$ cat src/rtl/rot_buffer_scheduler.sv
// Arbitrates one frame-buffer port between column reads, frame blanking and point writes.
// Points wait in a small FWFT queue; display ticks and clear requests are latched so none is lost.
module rot_buffer_scheduler #(
    parameter  int ROTATIONAL_RES = 1024,
    parameter  int DISPLAY_RADIUS = 32,
    parameter  int DISPLAY_HEIGHT = 64,
    parameter  int FIFO_DEPTH     = 16,
    localparam int TW             = $clog2(ROTATIONAL_RES),
    localparam int RW             = $clog2(DISPLAY_RADIUS),
    localparam int ZW             = $clog2(DISPLAY_HEIGHT),
    localparam int AW             = $clog2(FIFO_DEPTH),
    localparam int CW             = AW + 1
) (
    input  logic          clk_in,
    input  logic          rst_n_in,
    input  logic          pt_valid,
    output logic          pt_ready,
    input  logic [RW-1:0] pt_radius,
    input  logic [TW-1:0] pt_theta,
    input  logic [ZW-1:0] pt_z,
    input  logic          clear_req,
    input  logic          theta_tick,
    input  logic [TW-1:0] theta_now,
    input  logic          buf_busy,
    output logic          buf_flush,
    output logic          buf_new_data,
    output logic [RW-1:0] buf_radius,
    output logic [TW-1:0] buf_theta_write,
    output logic [ZW-1:0] buf_z,
    output logic [TW-1:0] buf_theta_read,
    output logic          read_valid,
    output logic          clear_busy,
    output logic [CW-1:0] fifo_count,
    output logic          read_overrun
);

    typedef struct packed {
        logic [RW-1:0] radius;
        logic [TW-1:0] theta;
        logic [ZW-1:0] z;
    } point_t;

    typedef enum logic [2:0] {
        ST_IDLE,
        ST_READ_HOLD,
        ST_FLUSH_ISSUE,
        ST_FLUSH_WAIT,
        ST_WRITE_ISSUE,
        ST_WRITE_WAIT
    } state_t;

    state_t        state;
    state_t        state_next;
    logic [1:0]    state_cnt;

    logic          rd_pending;
    logic [TW-1:0] rd_theta;
    logic          clr_pending;

    point_t        fifo_mem [FIFO_DEPTH];
    logic [AW-1:0] wr_ptr;
    logic [AW-1:0] rd_ptr;
    point_t        fifo_head;

    logic          push;
    logic          rd_take;
    logic          wr_take;
    logic          flush_take;

    assign fifo_head  = fifo_mem[rd_ptr];
    assign clear_busy = clr_pending || (state == ST_FLUSH_ISSUE) || (state == ST_FLUSH_WAIT);
    assign pt_ready   = rst_n_in && (fifo_count < CW'(FIFO_DEPTH)) && !clear_busy && !clear_req;
    assign push       = pt_valid && pt_ready;

    assign rd_take    = (state == ST_IDLE) && (state_next == ST_READ_HOLD);
    assign wr_take    = (state == ST_IDLE) && (state_next == ST_WRITE_ISSUE);
    assign flush_take = (state == ST_FLUSH_ISSUE);

    // NOTE: every output of this block gets a default first, so no path can infer a latch.
    always_comb begin
        state_next   = state;
        buf_flush    = 1'b0;
        buf_new_data = 1'b0;
        read_valid   = 1'b0;
        case (state)
            ST_IDLE: begin
                if (!buf_busy) begin
                    if (rd_pending)
                        state_next = ST_READ_HOLD;
                    else if (clr_pending)
                        state_next = ST_FLUSH_ISSUE;
                    // A write is not started on the edge that discards the queue.
                    else if ((fifo_count != '0) && !clear_req)
                        state_next = ST_WRITE_ISSUE;
                end
            end
            ST_READ_HOLD: begin
                read_valid = (state_cnt == 2'd2);
                if (state_cnt == 2'd2)
                    state_next = ST_IDLE;
            end
            ST_FLUSH_ISSUE: begin
                buf_flush  = 1'b1;
                state_next = ST_FLUSH_WAIT;
            end
            ST_FLUSH_WAIT: begin
                if (!buf_busy && (state_cnt >= 2'd1))
                    state_next = ST_IDLE;
            end
            ST_WRITE_ISSUE: begin
                buf_new_data = 1'b1;
                state_next   = ST_WRITE_WAIT;
            end
            ST_WRITE_WAIT: begin
                if (!buf_busy && (state_cnt >= 2'd2))
                    state_next = ST_IDLE;
            end
            default: state_next = ST_IDLE;
        endcase
    end

    // NOTE: sequential state uses non-blocking assignments so every register samples pre-edge values.
    always_ff @(posedge clk_in or negedge rst_n_in) begin
        if (!rst_n_in) begin
            state           <= ST_IDLE;
            state_cnt       <= '0;
            rd_pending      <= 1'b0;
            rd_theta        <= '0;
            clr_pending     <= 1'b0;
            read_overrun    <= 1'b0;
            buf_theta_read  <= '0;
            buf_radius      <= '0;
            buf_theta_write <= '0;
            buf_z           <= '0;
        end else begin
            state <= state_next;
            if (state_next != state)
                state_cnt <= '0;
            else if (state_cnt != 2'd3)
                state_cnt <= state_cnt + 2'd1;

            // A tick on the consuming edge starts a fresh request rather than overrunning.
            if (theta_tick) begin
                rd_theta   <= theta_now;
                rd_pending <= 1'b1;
                if (rd_pending && !rd_take)
                    read_overrun <= 1'b1;
            end else if (rd_take) begin
                rd_pending <= 1'b0;
            end

            if (rd_take)
                buf_theta_read <= rd_theta;

            if (clear_req && !clear_busy)
                clr_pending <= 1'b1;
            else if (flush_take)
                clr_pending <= 1'b0;

            if (wr_take) begin
                buf_radius      <= fifo_head.radius;
                buf_theta_write <= fifo_head.theta;
                buf_z           <= fifo_head.z;
            end
        end
    end

    always_ff @(posedge clk_in or negedge rst_n_in) begin
        if (!rst_n_in) begin
            wr_ptr     <= '0;
            rd_ptr     <= '0;
            fifo_count <= '0;
        end else if (clear_req) begin
            wr_ptr     <= '0;
            rd_ptr     <= '0;
            fifo_count <= '0;
        end else begin
            if (push)
                wr_ptr <= wr_ptr + 1'b1;
            if (wr_take)
                rd_ptr <= rd_ptr + 1'b1;
            case ({push, wr_take})
                2'b10:   fifo_count <= fifo_count + 1'b1;
                2'b01:   fifo_count <= fifo_count - 1'b1;
                default: fifo_count <= fifo_count;
            endcase
        end
    end

    // NOTE: queue storage is not reset; the pointers and count alone define which entries are live.
    always_ff @(posedge clk_in) begin
        if (push)
            fifo_mem[wr_ptr] <= '{radius: pt_radius, theta: pt_theta, z: pt_z};
    end

endmodule

$ cat config.mk
export PLATFORM = sky130hd
export DESIGN_NAME = rot_buffer_scheduler
export DESIGN_NICKNAME = d
export VERILOG_FILES = /design/src/rtl/rot_buffer_scheduler.sv
export SDC_FILE = /design/constraint.sdc
export NUM_CORES = 1
export LEC_CHECK = 0
export CORE_MARGIN = 2
export CORE_UTILIZATION = 45
export DETAILED_ROUTE_END_ITERATION = 8
export GPL_TIMING_DRIVEN = 1
export PLACE_DENSITY = 0.68
export SYNTH_ARGS = -nofsm -noshare
export SYNTH_HDL_FRONTEND = slang
export SYNTH_SLANG_ARGS = --single-unit
$ cat constraint.sdc
create_clock -name clk_in -period 3.2 [get_ports clk_in]
set_clock_uncertainty 0.2 [all_clocks]
set_input_delay 0.64 -clock clk_in [delete_from_list [all_inputs] [get_ports clk_in]]
set_output_delay 0.64 -clock clk_in [all_outputs]
set_load 0.05 [all_outputs]
==> impl_summary.txt <==
----------------------------------------------------
[Cells and area]
  Filler Cell Count ... 2631
  Area of combinational cells with multiple inputs ... 3810 um^2
  Utilization after layout ... 0.545
  Sequential cell area ... 11600 um^2
  ANT cells ... 0
  Layout cells sized above 1 ... 0.256
  Finished Cell Area ... 18800 um^2
  Signed area change from the synthesized netlist to the final layout ... 19.5%
  Final #Nets ... 948

[Routing]
  Detailed-routed wire length on met3 ... 1530 um
  First DRT Iteration DRCs ... 550
  Via density per instance ... 5.53
  Total iterations of the first detailed-routing run ... 5
  Uppermost layer routed ... met4
  Drt drc ... 0
  Routed wire length per instance ... 22.6 um
  Met1 wire length ... 14200 um
  Antenna Violating Nets Remaining ... 0
  Total Wirelength ... 31300 um
  Routed wire length on met2 ... 15200 um
  Routed vias ... 7660

[Logic synthesis]
  Count of flip-flops with a built-in enable after synthesis ... 336
  Sequential area share after synthesis ... 0.740
  Synth Flop Type ... sky130_fd_sc_hd__edfxtp_1
  Synthesis Warnings ... 0
  Fraction of registers with async set or reset after synthesis ... 0.156
  Unique cell type count in the Yosys netlist ... 52
  Area share of the largest cell type after synthesis ... 0.641
  Most numerous cell in the Yosys netlist ... sky130_fd_sc_hd__edfxtp_1
  Flop and latch count out of synthesis ... 398
  Top cells by area in the synthesized netlist ... sky130_fd_sc_hd__edfxtp_1 (64%), sky130_fd_sc_hd__mux4_2 (12%), sky130_fd_sc_hd__dfrtp_1 (9.9%)
  Biggest area consumer among synthesized cells ... sky130_fd_sc_hd__edfxtp_1
  Area of the mapped netlist ... 15700 um^2
  Net count after synthesis ... 817
  Gate count of the mapped netlist ... 768
  Average size of a mapped cell ... 20.5 um^2
  Synth top cells by count ... sky130_fd_sc_hd__edfxtp_1 (336), sky130_fd_sc_hd__mux4_2 (84), sky130_fd_sc_hd__dfrtp_1 (62), sky130_fd_sc_hd__mux2i_1 (45), sky130_fd_sc_hd__nand2_1 (32)

[Timing]
  Number of slew-limit violations in the final report ... 0
  RSZ-0062 raised after global routing ... no
  Worst slew pin tran ... 0.880 ns
  Hold violation count in the final report ... 0
  Setup Viol. Count Final ... 0
  Time the final worst path needs with I/O delays and setup ... 3.05 ns
  Slew HR ... 0.414
  Crit path setup slack, layout ... 0.150 ns
  Maximum frequency from static timing analysis ... 328 MHz
  Tcrit/Tclk final ... 0.953

[GRT]
  Via count of the first global-routing pass ... 7848
  Largest net degree at the start of global routing ... 69
  First-pass GRT wire length ... 48200 um
  Total congestion overflow ... 0
  GRT Total Usage ... 0.177
  Number of antenna violations at the first check in global routing ... 0

[Floorplanning]
  Overall die height ... 191 um
  Floorplan row count ... 68
  Starting density of the core ... 0.457
  Core region area ... 34500 um^2
  Die area ... 36500 um^2
  Number of top-level design ports ... 79
  Die span in x ... 191 um

[Placement]
  Area after DPL ... 17400 um^2
  Number of input and output port buffers inserted ... 78
  Placement-stage worst setup slack ... -0.0293 ns
  Placed wire-length estimate after detailed placement ... 19100 um
  Final weighted congestion in routability-driven placement ... 0.765

[Worst setup path]
  Critical path arrival ... 2.21 ns
  Worst-path fanout max ... 9
  Nature of the critical path startpoint ... flop
  Worst setup path class ... reg2out
  Crit path capture type ... output pin
  Critical path required time ... 2.36 ns

[Clock tree]
  Number of H-tree levels ... 2
  Post-CTS clock slew at the launch and capture registers of the worst setup and hold paths ... 0.06 ns
  # Post-CTS Setup Buffers ... 0
  Number of sinks driven by the clock tree ... 398
  Clock tree from TritonCTS ... yes
  Clock latency at the later pin of the worst-skew pair ... 0.53 ns
  Clock root buffer ... sky130_fd_sc_hd__clkbuf_16
  Number of clock buffers inserted by TritonCTS ... 40
  Clock Tree Buf Depth ... 3

[Pwr]
  Power density normalized to cell area ... 610 nW/um^2
  Worst supply voltage drop on vdd ... 0.791 mV
  Total leakage power ... 6.20 nW
  Power, Total ... 0.0115 W

[Run status]
  Result of the run ... complete, no violations

[Min path]
  Class of the most critical hold timing path ... in2async

[Job]
  Max Cap Violations ... 0

----------------------------------------------------
==> state kept, by name (all words and copies together) (netlist names), 2 cells and up <==
register / flops
buf_theta_write: 10
state: 3
fifo_count: 5
rd_ptr: 4
rd_theta: 10
state_cnt: 2
buf_z: 6
buf_theta_read: 10
fifo_mem: 336
wr_ptr: 4
buf_radius: 5
==> placed cells by master (no fill, tap or decap), types with 3 or more instances in the layout <==
master,netlist,layout
sky130_fd_sc_hd__nor3_1,5,5
sky130_fd_sc_hd__o21ai_0,8,8
sky130_fd_sc_hd__a21oi_1,6,6
sky130_fd_sc_hd__nand4_1,3,3
sky130_fd_sc_hd__inv_1,10,10
sky130_fd_sc_hd__bufinv_16,0,5
sky130_fd_sc_hd__nor2_1,16,16
sky130_fd_sc_hd__a21o_1,3,3
sky130_fd_sc_hd__o221ai_1,12,12
sky130_fd_sc_hd__edfxtp_1,336,336
sky130_fd_sc_hd__mux4_2,84,84
sky130_fd_sc_hd__mux2_4,8,8
sky130_fd_sc_hd__clkinv_2,0,7
sky130_fd_sc_hd__nand2b_1,6,6
sky130_fd_sc_hd__clkinv_1,0,10
sky130_fd_sc_hd__mux2_2,12,12
sky130_fd_sc_hd__clkdlybuf4s50_1,0,73
sky130_fd_sc_hd__xor2_1,5,5
sky130_fd_sc_hd__o221ai_2,10,10
sky130_fd_sc_hd__ha_1,11,11
sky130_fd_sc_hd__clkbuf_1,9,5
sky130_fd_sc_hd__and2_1,19,19
sky130_fd_sc_hd__mux2i_1,45,45
sky130_fd_sc_hd__buf_12,0,18
sky130_fd_sc_hd__nand3_1,6,6
sky130_fd_sc_hd__clkbuf_16,0,41
sky130_fd_sc_hd__nand2_1,32,32
sky130_fd_sc_hd__dfrtp_1,62,59
sky130_fd_sc_hd__buf_4,1,33
==> critical path: stages, from the launching register on <==
cell and delay [ns]:
sky130_fd_sc_hd__dfrtp_1 0.48, sky130_fd_sc_hd__nand2b_1 0.23, sky130_fd_sc_hd__nor2_1 0.13, sky130_fd_sc_hd__clkdlybuf4s50_1 0.84
==> per-layer routing <==
metal / up-vias / GRT usage
li1: 3381 / -
met1: 4050 / 0.255
met2: 194 / 0.284
met3: 35 / 0.0285
met4: 0 / 0.0417
met5: - / 0
==> cell families after synthesis <==
kind of cell,after synthesis,share of synthesized area
DFF,398,0.740
AOI/OAI and AO/OA,51,0.0279
buffers and inverters,49,0.0179
muxes,149,0.165
and+or+nand+nor,102,0.0353
adders and majority gates,12,0.0100
xor gates and xnor gates,7,0.00390
==> area by class of cell <==
| cell class | instances | share of cell area |
|---|---|---|
| inverters | 10 | 0.00200 |
| flip-flops and latches | 398 | 0.620 |
| clock buffers | 47 | 0.0563 |
| clock inverters | 27 | 0.0153 |
| multi-input cells | 321 | 0.203 |
| repair buffers | 128 | 0.0736 |
| well taps | 455 | 0.0303 |
==> per-stage QoR <==
stage | hold WS, ns | setup TNS, ns | cells
finish | 0.241 | 0 | 1386
detailed placement | 0.242 | -0.0293 | 1311
CTS | 0.226 | 0 | 1386
global placement | 0.242 | 0 | 1311
global route | 0.231 | 0 | 1386
floorplan | 0.144 | 0 | 768
==> where the power goes <==
part / internal (W) / total, W / leakage, nW / switching, W
Combinational: 0.000359 / 0.000895 / 1.72 / 0.000536
Sequential: 0.00574 / 0.00583 / 3.81 / 0.0000949
Clock: 0.00280 / 0.00473 / 0.660 / 0.00193
Total: 0.00890 / 0.0115 / 6.20 / 0.00256
==> what timing repair did <==
| action | 4_1_cts | 5_1_grt |
|---|---|---|
| hold buffers | 1 | 0 |
| setup endpoints to repair | 1 | 2 |
| resized for setup | 1 | 2 |
| hold endpoints to repair | 2 | 0 |
==> worst paths after layout <==
path | endpoint | cells after the start | slack [ns] | startpoint
worst max-delay path | buf_new_data | 3 | 0.15 | state[1]
worst min-delay path | buf_theta_read[9] | 2 | 0.24 | rst_n_in
worst max register to register | fifo_count[4] | 8 | 0.63 | state[2]
worst min register to register | read_overrun | 1 | 0.27 | read_overrun
max in group asynchronous | rd_ptr[1] | 3 | 1.43 | rst_n_in
min in group clk_in | read_overrun | 1 | 0.27 | read_overrun
Power figures use the tool's default switching activity.
==> RTL edit (same flow settings) <==
The parameter `DISPLAY_HEIGHT` goes from 64 to 128.
--- a/src/rtl/rot_buffer_scheduler.sv
+++ b/src/rtl/rot_buffer_scheduler.sv
@@ -4,5 +4,5 @@
     parameter  int ROTATIONAL_RES = 1024,
     parameter  int DISPLAY_RADIUS = 32,
-    parameter  int DISPLAY_HEIGHT = 64,
+    parameter  int DISPLAY_HEIGHT = 128,
     parameter  int FIFO_DEPTH     = 16,
     localparam int TW             = $clog2(ROTATIONAL_RES),
Interface: changed (resized buf_z and pt_z); port bits go from 79 to 81. No check against the original RTL was run, so the function may have changed too.
==> RTL edit against the original RTL <==
- clock power up 10%
- first-iteration DRC count down 8.9%
- synthesized area up 3.1%
- sequential share of layout area up 0.31 points
- total power up 6.0%
- setup slack better by 0.087 ns
- final area up 3.8%
- wire length up 3.9%
- final cell count up 1.9%
- sequential cell count up 17
==> RTL edit: results <==
[run_status]
outcome = finished, final reports clean

[route]
met3_length_um = 1358
route.met2.wl_um = 16350
routed-via-count = 7865
wl_um = 32560
drt_iter0_markers = 501
detail_route.wl_per_cell_um = 23.04
wl_met1_um = 14230

[cells_and_area]
stdcell_area_mm2 = 0.01951
fill_cells = 2719
nNetsFinal = 968

[grt]
grt_use_met2_pct = 29.38
use_met1_pct = 24.43
grt_use_met3_pct = 2.418
grt_pass1_wl_um = 50490
grt_util_all_layers_pct = 17.56
grt_pass1_vias = 8344

[place]
io_buffers = 80
dp_cells = 1334
post-place-ws_ns = -0.05825
place_area_mm2 = 0.01801
gp_congestion = 0.7324

[synth]
avgSynthCellArea_um2 = 20.56
synth_nets = 839
yosysSeqAreaShare_pct = 74.89
synthTopCellsByArea = edfxtp_1 65%, mux4_2 12%, dfrtp_1 9.7%, mux2i_1 2.9%, mux2_2 1.4%

[timing]
worstMarginPinSlew_ns = 0.9225

[critical_path]
max_stage_delay_ns = 0.81
crit_arrival_ns = 2.12

[power_and_ir_drop]
p_leak_nw = 6.384
-- RTL edit: area by class of cell --
| cell class | count | share of cell area [%] |
|---|---|---|
| clock buffers | 64 | 6.444 |
| clock inverters | 15 | 1.250 |
| inverters | 10 | 0.1924 |
| multi-input cells | 327 | 19.72 |
| flip-flops and latches | 415 | 62.29 |
| well taps | 461 | 2.956 |
| repair buffers | 121 | 7.149 |
-- RTL edit: cells by family after synthesis --
group | synth area share (%)
flip-flops | 74.89
adder cells (fa/ha/maj) | 0.9720
multiplexers | 16.51
XOR/XNOR | 0.3780
AND/OR/NAND/NOR | 3.456
buffers and inverters | 1.389
AO/OA/AOI/OAI | 2.407
-- RTL edit: path summary, 6_finish.rpt --
path / slack (ns) / to / start / cells after the start
worst max-delay path: 0.24 / buf_new_data / state[1] / 3
worst min-delay path: 0.14 / fifo_count[1] / rst_n_in / 2
worst max register to register: 0.62 / fifo_count[4] / state[2] / 9
worst min register to register: 0.28 / read_overrun / read_overrun / 1
max in group asynchronous: 1.98 / rd_ptr[0] / rst_n_in / 2
min in group clk_in: 0.28 / read_overrun / read_overrun / 1
-- RTL edit: worst reg2reg max path, cell delays in order (launching register included) --
cell,delay [ns]
dfrtp_1,0.47
nor3_4,0.31
and2_2,0.21
nand3_1,0.13
fa_1,0.41
nand2b_1,0.16
o2bb2ai_1,0.18
a211oi_1,0.21
a311oi_1,0.08
a31oi_1,0.15
-- RTL edit: repair_timing --
action	4_1_cts	5_1_grt
buffers inserted	0	0
resized for setup	1	2
setup endpoints to repair	1	2
-- RTL edit: power by group --
part	total [mW]	switching [mW]	internal, mW
logic	0.860	0.531	0.330
registers	6.07	0.0918	5.98
clock network	5.22	2.00	3.22
total	12.2	2.63	9.53
